[src/rtl/aux_uart_tx.sv]
// 8N1 UART transmitter fed by a small byte FIFO; the line idles high and
// consecutive queued bytes go out back-to-back with no idle gap.
module aux_uart_tx #(
  parameter int CLK_FREQUENCY = 50000000,
  parameter int BAUD_RATE     = 115200,
  parameter int FIFO_DEPTH    = 4
) (
  input  logic                          clk,
  input  logic                          resetb,
  input  logic                          in_valid,
  input  logic [7:0]                    in_data,
  output logic                          in_ready,
  output logic                          tx,
  output logic                          busy,
  output logic [$clog2(FIFO_DEPTH):0]   fifo_count,
  output logic [1:0]                    o_dbg_state
);
  localparam int CLKS_PER_BIT = CLK_FREQUENCY / BAUD_RATE;
  localparam int AW = $clog2(FIFO_DEPTH);
  localparam int CW = (CLKS_PER_BIT > 1) ? $clog2(CLKS_PER_BIT) : 1;
  localparam logic [CW-1:0] LAST_CNT = CW'(CLKS_PER_BIT - 1);

  generate
    if (CLKS_PER_BIT < 2) begin : g_bad_baud
      $error("aux_uart_tx: CLK_FREQUENCY / BAUD_RATE must be at least 2");
    end
    if (FIFO_DEPTH < 2 || (FIFO_DEPTH & (FIFO_DEPTH - 1)) != 0) begin : g_bad_depth
      $error("aux_uart_tx: FIFO_DEPTH must be a power of two and at least 2");
    end
  endgenerate

  typedef enum logic [1:0] {
    S_IDLE  = 2'd0,
    S_START = 2'd1,
    S_DATA  = 2'd2,
    S_STOP  = 2'd3
  } state_t;

  logic [7:0]    r_mem [FIFO_DEPTH];
  logic [AW:0]   r_wr_ptr;
  logic [AW:0]   r_rd_ptr;
  state_t        r_state;
  logic [CW-1:0] r_baud;
  logic [2:0]    r_bit_idx;
  logic [7:0]    r_shift;
  logic          r_tx;

  logic          w_full;
  logic          w_empty;
  logic          w_push;
  logic          w_pop;
  logic          w_bit_end;
  logic [7:0]    w_head;

  // Handshake: a byte transfers on a rising edge where in_valid && in_ready.
  // in_ready depends only on registered pointers, never on the current pop.
  assign w_full    = (r_wr_ptr[AW] != r_rd_ptr[AW]) &&
                     (r_wr_ptr[AW-1:0] == r_rd_ptr[AW-1:0]);
  assign w_empty   = (r_wr_ptr == r_rd_ptr);
  assign w_bit_end = (r_baud == LAST_CNT);
  assign w_push    = in_valid && !w_full;
  assign w_pop     = !w_empty &&
                     ((r_state == S_IDLE) || (r_state == S_STOP && w_bit_end));
  assign w_head    = r_mem[r_rd_ptr[AW-1:0]];

  assign in_ready    = !w_full;
  assign fifo_count  = r_wr_ptr - r_rd_ptr;
  assign busy        = (r_state != S_IDLE) || !w_empty;
  assign tx          = r_tx;
  assign o_dbg_state = r_state;

  always_ff @(posedge clk) begin
    if (w_push) r_mem[r_wr_ptr[AW-1:0]] <= in_data;
  end

  always_ff @(posedge clk or negedge resetb) begin
    if (!resetb) begin
      r_wr_ptr <= '0;
      r_rd_ptr <= '0;
    end else begin
      if (w_push) r_wr_ptr <= r_wr_ptr + (AW+1)'(1);
      if (w_pop)  r_rd_ptr <= r_rd_ptr + (AW+1)'(1);
    end
  end

  always_ff @(posedge clk or negedge resetb) begin
    if (!resetb) begin
      r_state   <= S_IDLE;
      r_baud    <= '0;
      r_bit_idx <= '0;
      r_shift   <= '0;
      r_tx      <= 1'b1;
    end else begin
      case (r_state)
        S_IDLE: begin
          r_baud <= '0;
          r_tx   <= 1'b1;
          if (w_pop) begin
            r_shift <= w_head;
            r_tx    <= 1'b0;
            r_state <= S_START;
          end
        end
        default: begin
          r_baud <= w_bit_end ? '0 : r_baud + CW'(1);
          if (w_bit_end) begin
            case (r_state)
              S_START: begin
                r_tx      <= r_shift[0];
                r_bit_idx <= 3'd0;
                r_state   <= S_DATA;
              end
              S_DATA: begin
                if (r_bit_idx == 3'd7) begin
                  r_tx    <= 1'b1;
                  r_state <= S_STOP;
                end else begin
                  // Next bit is driven from shift[1] so tx moves exactly on the boundary.
                  r_shift   <= {1'b0, r_shift[7:1]};
                  r_tx      <= r_shift[1];
                  r_bit_idx <= r_bit_idx + 3'd1;
                end
              end
              S_STOP: begin
                if (w_pop) begin
                  r_shift <= w_head;
                  r_tx    <= 1'b0;
                  r_state <= S_START;
                end else begin
                  r_state <= S_IDLE;
                end
              end
              default: r_state <= S_IDLE;
            endcase
          end
        end
      endcase
    end
  end
endmodule

[config.mk]
export PLATFORM = sky130hd
export DESIGN_NAME = aux_uart_tx
export DESIGN_NICKNAME = d
export VERILOG_FILES = /design/src/rtl/aux_uart_tx.sv
export SDC_FILE = /design/constraint.sdc
export NUM_CORES = 1
export LEC_CHECK = 0
export ABC_CLOCK_PERIOD_IN_PS = 2500
export CAP_MARGIN = 20
export CORE_AREA = 2 2 94 96
export CTS_BUF_LIST = sky130_fd_sc_hd__clkbuf_8
export DETAILED_ROUTE_END_ITERATION = 16
export DIE_AREA = 0 0 96 98
export DONT_BUFFER_PORTS = 1
export PLACE_DENSITY = 0.58
export REMOVE_ABC_BUFFERS = 1
export SLEW_MARGIN = 10
export SYNTH_ARGS = -nofsm -noshare
export SYNTH_HDL_FRONTEND = slang
export SYNTH_SLANG_ARGS = --single-unit
[constraint.sdc]
create_clock -name clk -period 2.5 [get_ports clk]
set_input_delay 0.5 -clock clk [delete_from_list [all_inputs] [get_ports clk]]
set_output_delay 0.5 -clock clk [all_outputs]
set_load 0.05 [all_outputs]
==> run_results.csv <==
group,metric,value,unit
pwr,p_per_area,1314,nW/um^2
layout,fillerInstances,797,
setup_path,reg2reg_slack,0.37,ns
layout,area_growth_syn_to_layout,12.95,%
sta,min_period,2.325,ns
logic_synthesis,synthCells,214,
logic_synthesis,synth-simple-area-share,9.344,%
sta,setup_slack,0.1750,ns
setup_path,cp_slowest_cell,"fa_1",
floorplanning,std_cell_rows,34,
run,maxCapViolCount,0,
detailed_routing,viasPerCell,4.784,
detailed_routing,detail-route-antenna-nets,0,
logic_synthesis,syn_avg_cell_area,13.45,sq um
logic_synthesis,async_reset_ff_share,47.54,%
detailed_routing,wl,5.132,mm
detailed_routing,routedWlPerCell,15.01,microns
sta,setup_viol,0,
logic_synthesis,ys_types,45,
logic_synthesis,synth.area.mux_share,6.997,%
hold_path,min_from,"in_data[6]",
clock_network,clockBufferDepth,2,
pwr,leakage,1.317,nW
setup_path,start_kind,"flip-flop",
logic_synthesis,ys.flop_type,"edfxtp_1",
setup_path,r2r_cells,6,
layout,drive_gt1_share,18.38,%
floorplanning,io_pins,19,
pwr,peakVddDrop,1.064,mV
floorplanning,die_y,98,microns
clock_network,cts_tree,"done",
clock_network,clock-root-buffer,"clkbuf_8",
hold_path,hold_path_class,"primary input to flip-flop",
sta,maxSlewViolCount,0,
setup_path,r2r_start,"r_baud[1]",
grt,grt_pass1_vias,1738,
clock_network,cts_setup_buffers,0,
setup_path,path_class,"flip-flop to output port",
logic_synthesis,synth-edff-count,32,
setup_path,worstPathArrival,1.82,ns
sta,skew,0.01029,ns
grt,gr-total-overflow,0,
logic_synthesis,ys_ff_latch,61,
sta,fin_crit_sh,93.00,%
placed_design,pre_cts_ws,0.3882,ns
layout,antenna_cells,0,
setup_path,cp-end-kind,"output port",
setup_path,rr_endpoint,"r_shift[2]",
layout,finalNetCount,255,
status,outcome,"complete, no violations",
setup_path,path_common_cell,"inv_1",
logic_synthesis,synthXorXnorAreaFrac,4.216,%
placed_design,numPortBuffers,0,
grt,grt_max_degree,30,
setup_path,cp-startpoint,"r_wr_ptr[0]",
floorplanning,die_area,9408,sq um
clock_network,clock_latency,0.35,ns
placed_design,gp_congestion,0.7438,
sta,tns,0,ns
grt,track_usage,12.18,%
detailed_routing,drcViolationCount,0,
setup_path,cpPeakStageDelay,0.41,ns
clock_network,clock_sinks,61,
sta,max_freq,430.1,MHz
floorplanning,die_w,96,microns
detailed_routing,drt_iter0_drc,113,
detailed_routing,drtPass1Iterations,4,
sta,slew_headroom,40.42,%
logic_synthesis,synth_top_family_by_area,"compound AO/OA/AOI/OAI gates",
logic_synthesis,ys_seq_area_share,58.63,%
setup_path,crit_path_cell_trace,"inv_1 > ha_1 > fa_1 > inv_1",
sta,rsz0062_at_grt,"false",
clock_network,numCtsBuffers,9,
logic_synthesis,synth_compound_area_share,9.822,%
placed_design,post-dp-hpwl,3.526,mm
detailed_routing,vias,1636,
clock_network,htree_levels,3,
setup_path,endpoint,"fifo_count[1]",
sta,hold_viol,0,
logic_synthesis,synth_warnings,0,
grt,grt_pass1_wl,8.604,mm
clock_network,path_clk_slew,0.08,ns
sta,tightestPinTransition,0.8868,ns
setup_path,critPathRequiredTime,2.00,ns
logic_synthesis,synth_fa_ha_area_share,6.780,%
floorplanning,core,8466,sq um
floorplanning,initial_core_util,34.01,%
setup_path,cp_max_fo,4,
grt,antenna_found_initial,0,
logic_synthesis,syn-cell-area,2879,sq um
==> cell usage in the layout, fill, tap and decap left out, types with 7 or more instances in the layout <==
cell / synthesis / layout
edfxtp_1: 32 / 32
nor2_1: 15 / 15
dfrtp_1: 28 / 28
o31ai_1: 8 / 8
clkbuf_8: 0 / 9
nand2_1: 8 / 8
mux4_2: 8 / 8
ha_1: 14 / 14
buf_4: 0 / 10
o221a_1: 7 / 7
inv_1: 21 / 21
==> routing by layer <==
layer / up-vias / global-route usage, % / share of wire [%]
met5: - / 0 / 0
met4: 0 / 4.615 / 1.4
met3: 9 / 4.167 / 5.5
met2: 37 / 17.90 / 45
met1: 778 / 16.62 / 48
li1: 812 / - / -
==> state kept, by name, indices dropped and copies added (netlist names) <==
| name | cells |
|---|---|
| r_rd_ptr | 3 |
| r_baud | 9 |
| r_wr_ptr | 3 |
| r_shift | 8 |
| o_dbg_state | 2 |
| r_mem | 32 |
| r_bit_idx | 3 |
| tx | 1 |
==> where the power goes <==
part	internal, mW	switching [mW]	leakage [nW]	total [mW]
registers	1.38	0.202	0.650	1.58
logic	0.694	1.22	0.582	1.91
clock network	0.362	0.422	0.0856	0.783
==> cell usage after synthesis (all sizes together) (2+ instances only) <==
cell    number  area (sq um)
o21ai        7         35.03
xnor2        6         52.55
clkbuf       3         11.26
edfxtp      32         960.9
mux4         8         180.2
nor2        15         56.30
and2         4         25.02
buf          5         31.28
nand3        6         30.03
ha          14         175.2
a31oi        2         12.51
o2111a       2         22.52
inv         21         78.83
nand2b       2         12.51
dfrtp       28         700.7
nor3         5         25.02
a22o         3         26.28
nand2        9         41.29
xor2         7         68.82
o31ai        8         60.06
a21oi        2         13.76
o221a        7         78.83
==> stage by stage <==
stage	hold WS [ns]	instance area, sq um	cells	util (%)	total power, mW
final	0.2448	3252	342	38.41	4.272
after global placement	0.2053	3047	324	35.99	3.512
after detailed placement	0.2055	3047	324	35.99	3.526
after global routing	0.2265	3252	342	38.41	4.585
after CTS	0.2334	3252	342	38.41	4.333
after floorplan	0.2044	2836	206	-	3.008
==> worst max-delay path: cells and delay by family (launching register included) <==
family,cells,cell delay [ns]
fa+ha+maj,2,0.60
buf+inv,2,0.48
flops,1,0.40
==> layout make-up <==
| type | instances | area [sq um] | share of cell area (%) |
|---|---|---|---|
| clock inverter | 7 | 51.30 | 1.578 |
| clock buffer | 9 | 123.9 | 3.809 |
| sequential | 61 | 1688 | 51.90 |
| tap | 108 | 135.1 | 4.155 |
| timing repair buffer | 12 | 105.1 | 3.232 |
| inverter | 21 | 78.83 | 2.424 |
| multi-input combinational | 124 | 1070 | 32.90 |
==> cells by family after synthesis <==
kind of cell	Yosys count
AOI/OAI and AO/OA	35
xor gates and xnor gates	13
adders and majority gates	15
buffers and inverters	29
DFF	61
muxes	10
and+or+nand+nor	51
==> repair_timing <==
action                    4_1_cts  5_1_grt
hold endpoints to repair       29        0
hold buffers                    2        0
gates resized for setup         0        0
==> how the worst min path moves through the flow <==
stage	to	slack, ns	cells after the start
finish	r_mem[2][6]	0.24	0
global route	r_mem[2][6]	0.23	0
CTS	r_mem[3][5]	0.23	0
detailed placement	o_dbg_state[0]	0.21	0
global placement	o_dbg_state[0]	0.21	0
floorplan	o_dbg_state[0]	0.20	0
(Power assumes the default switching activity.)
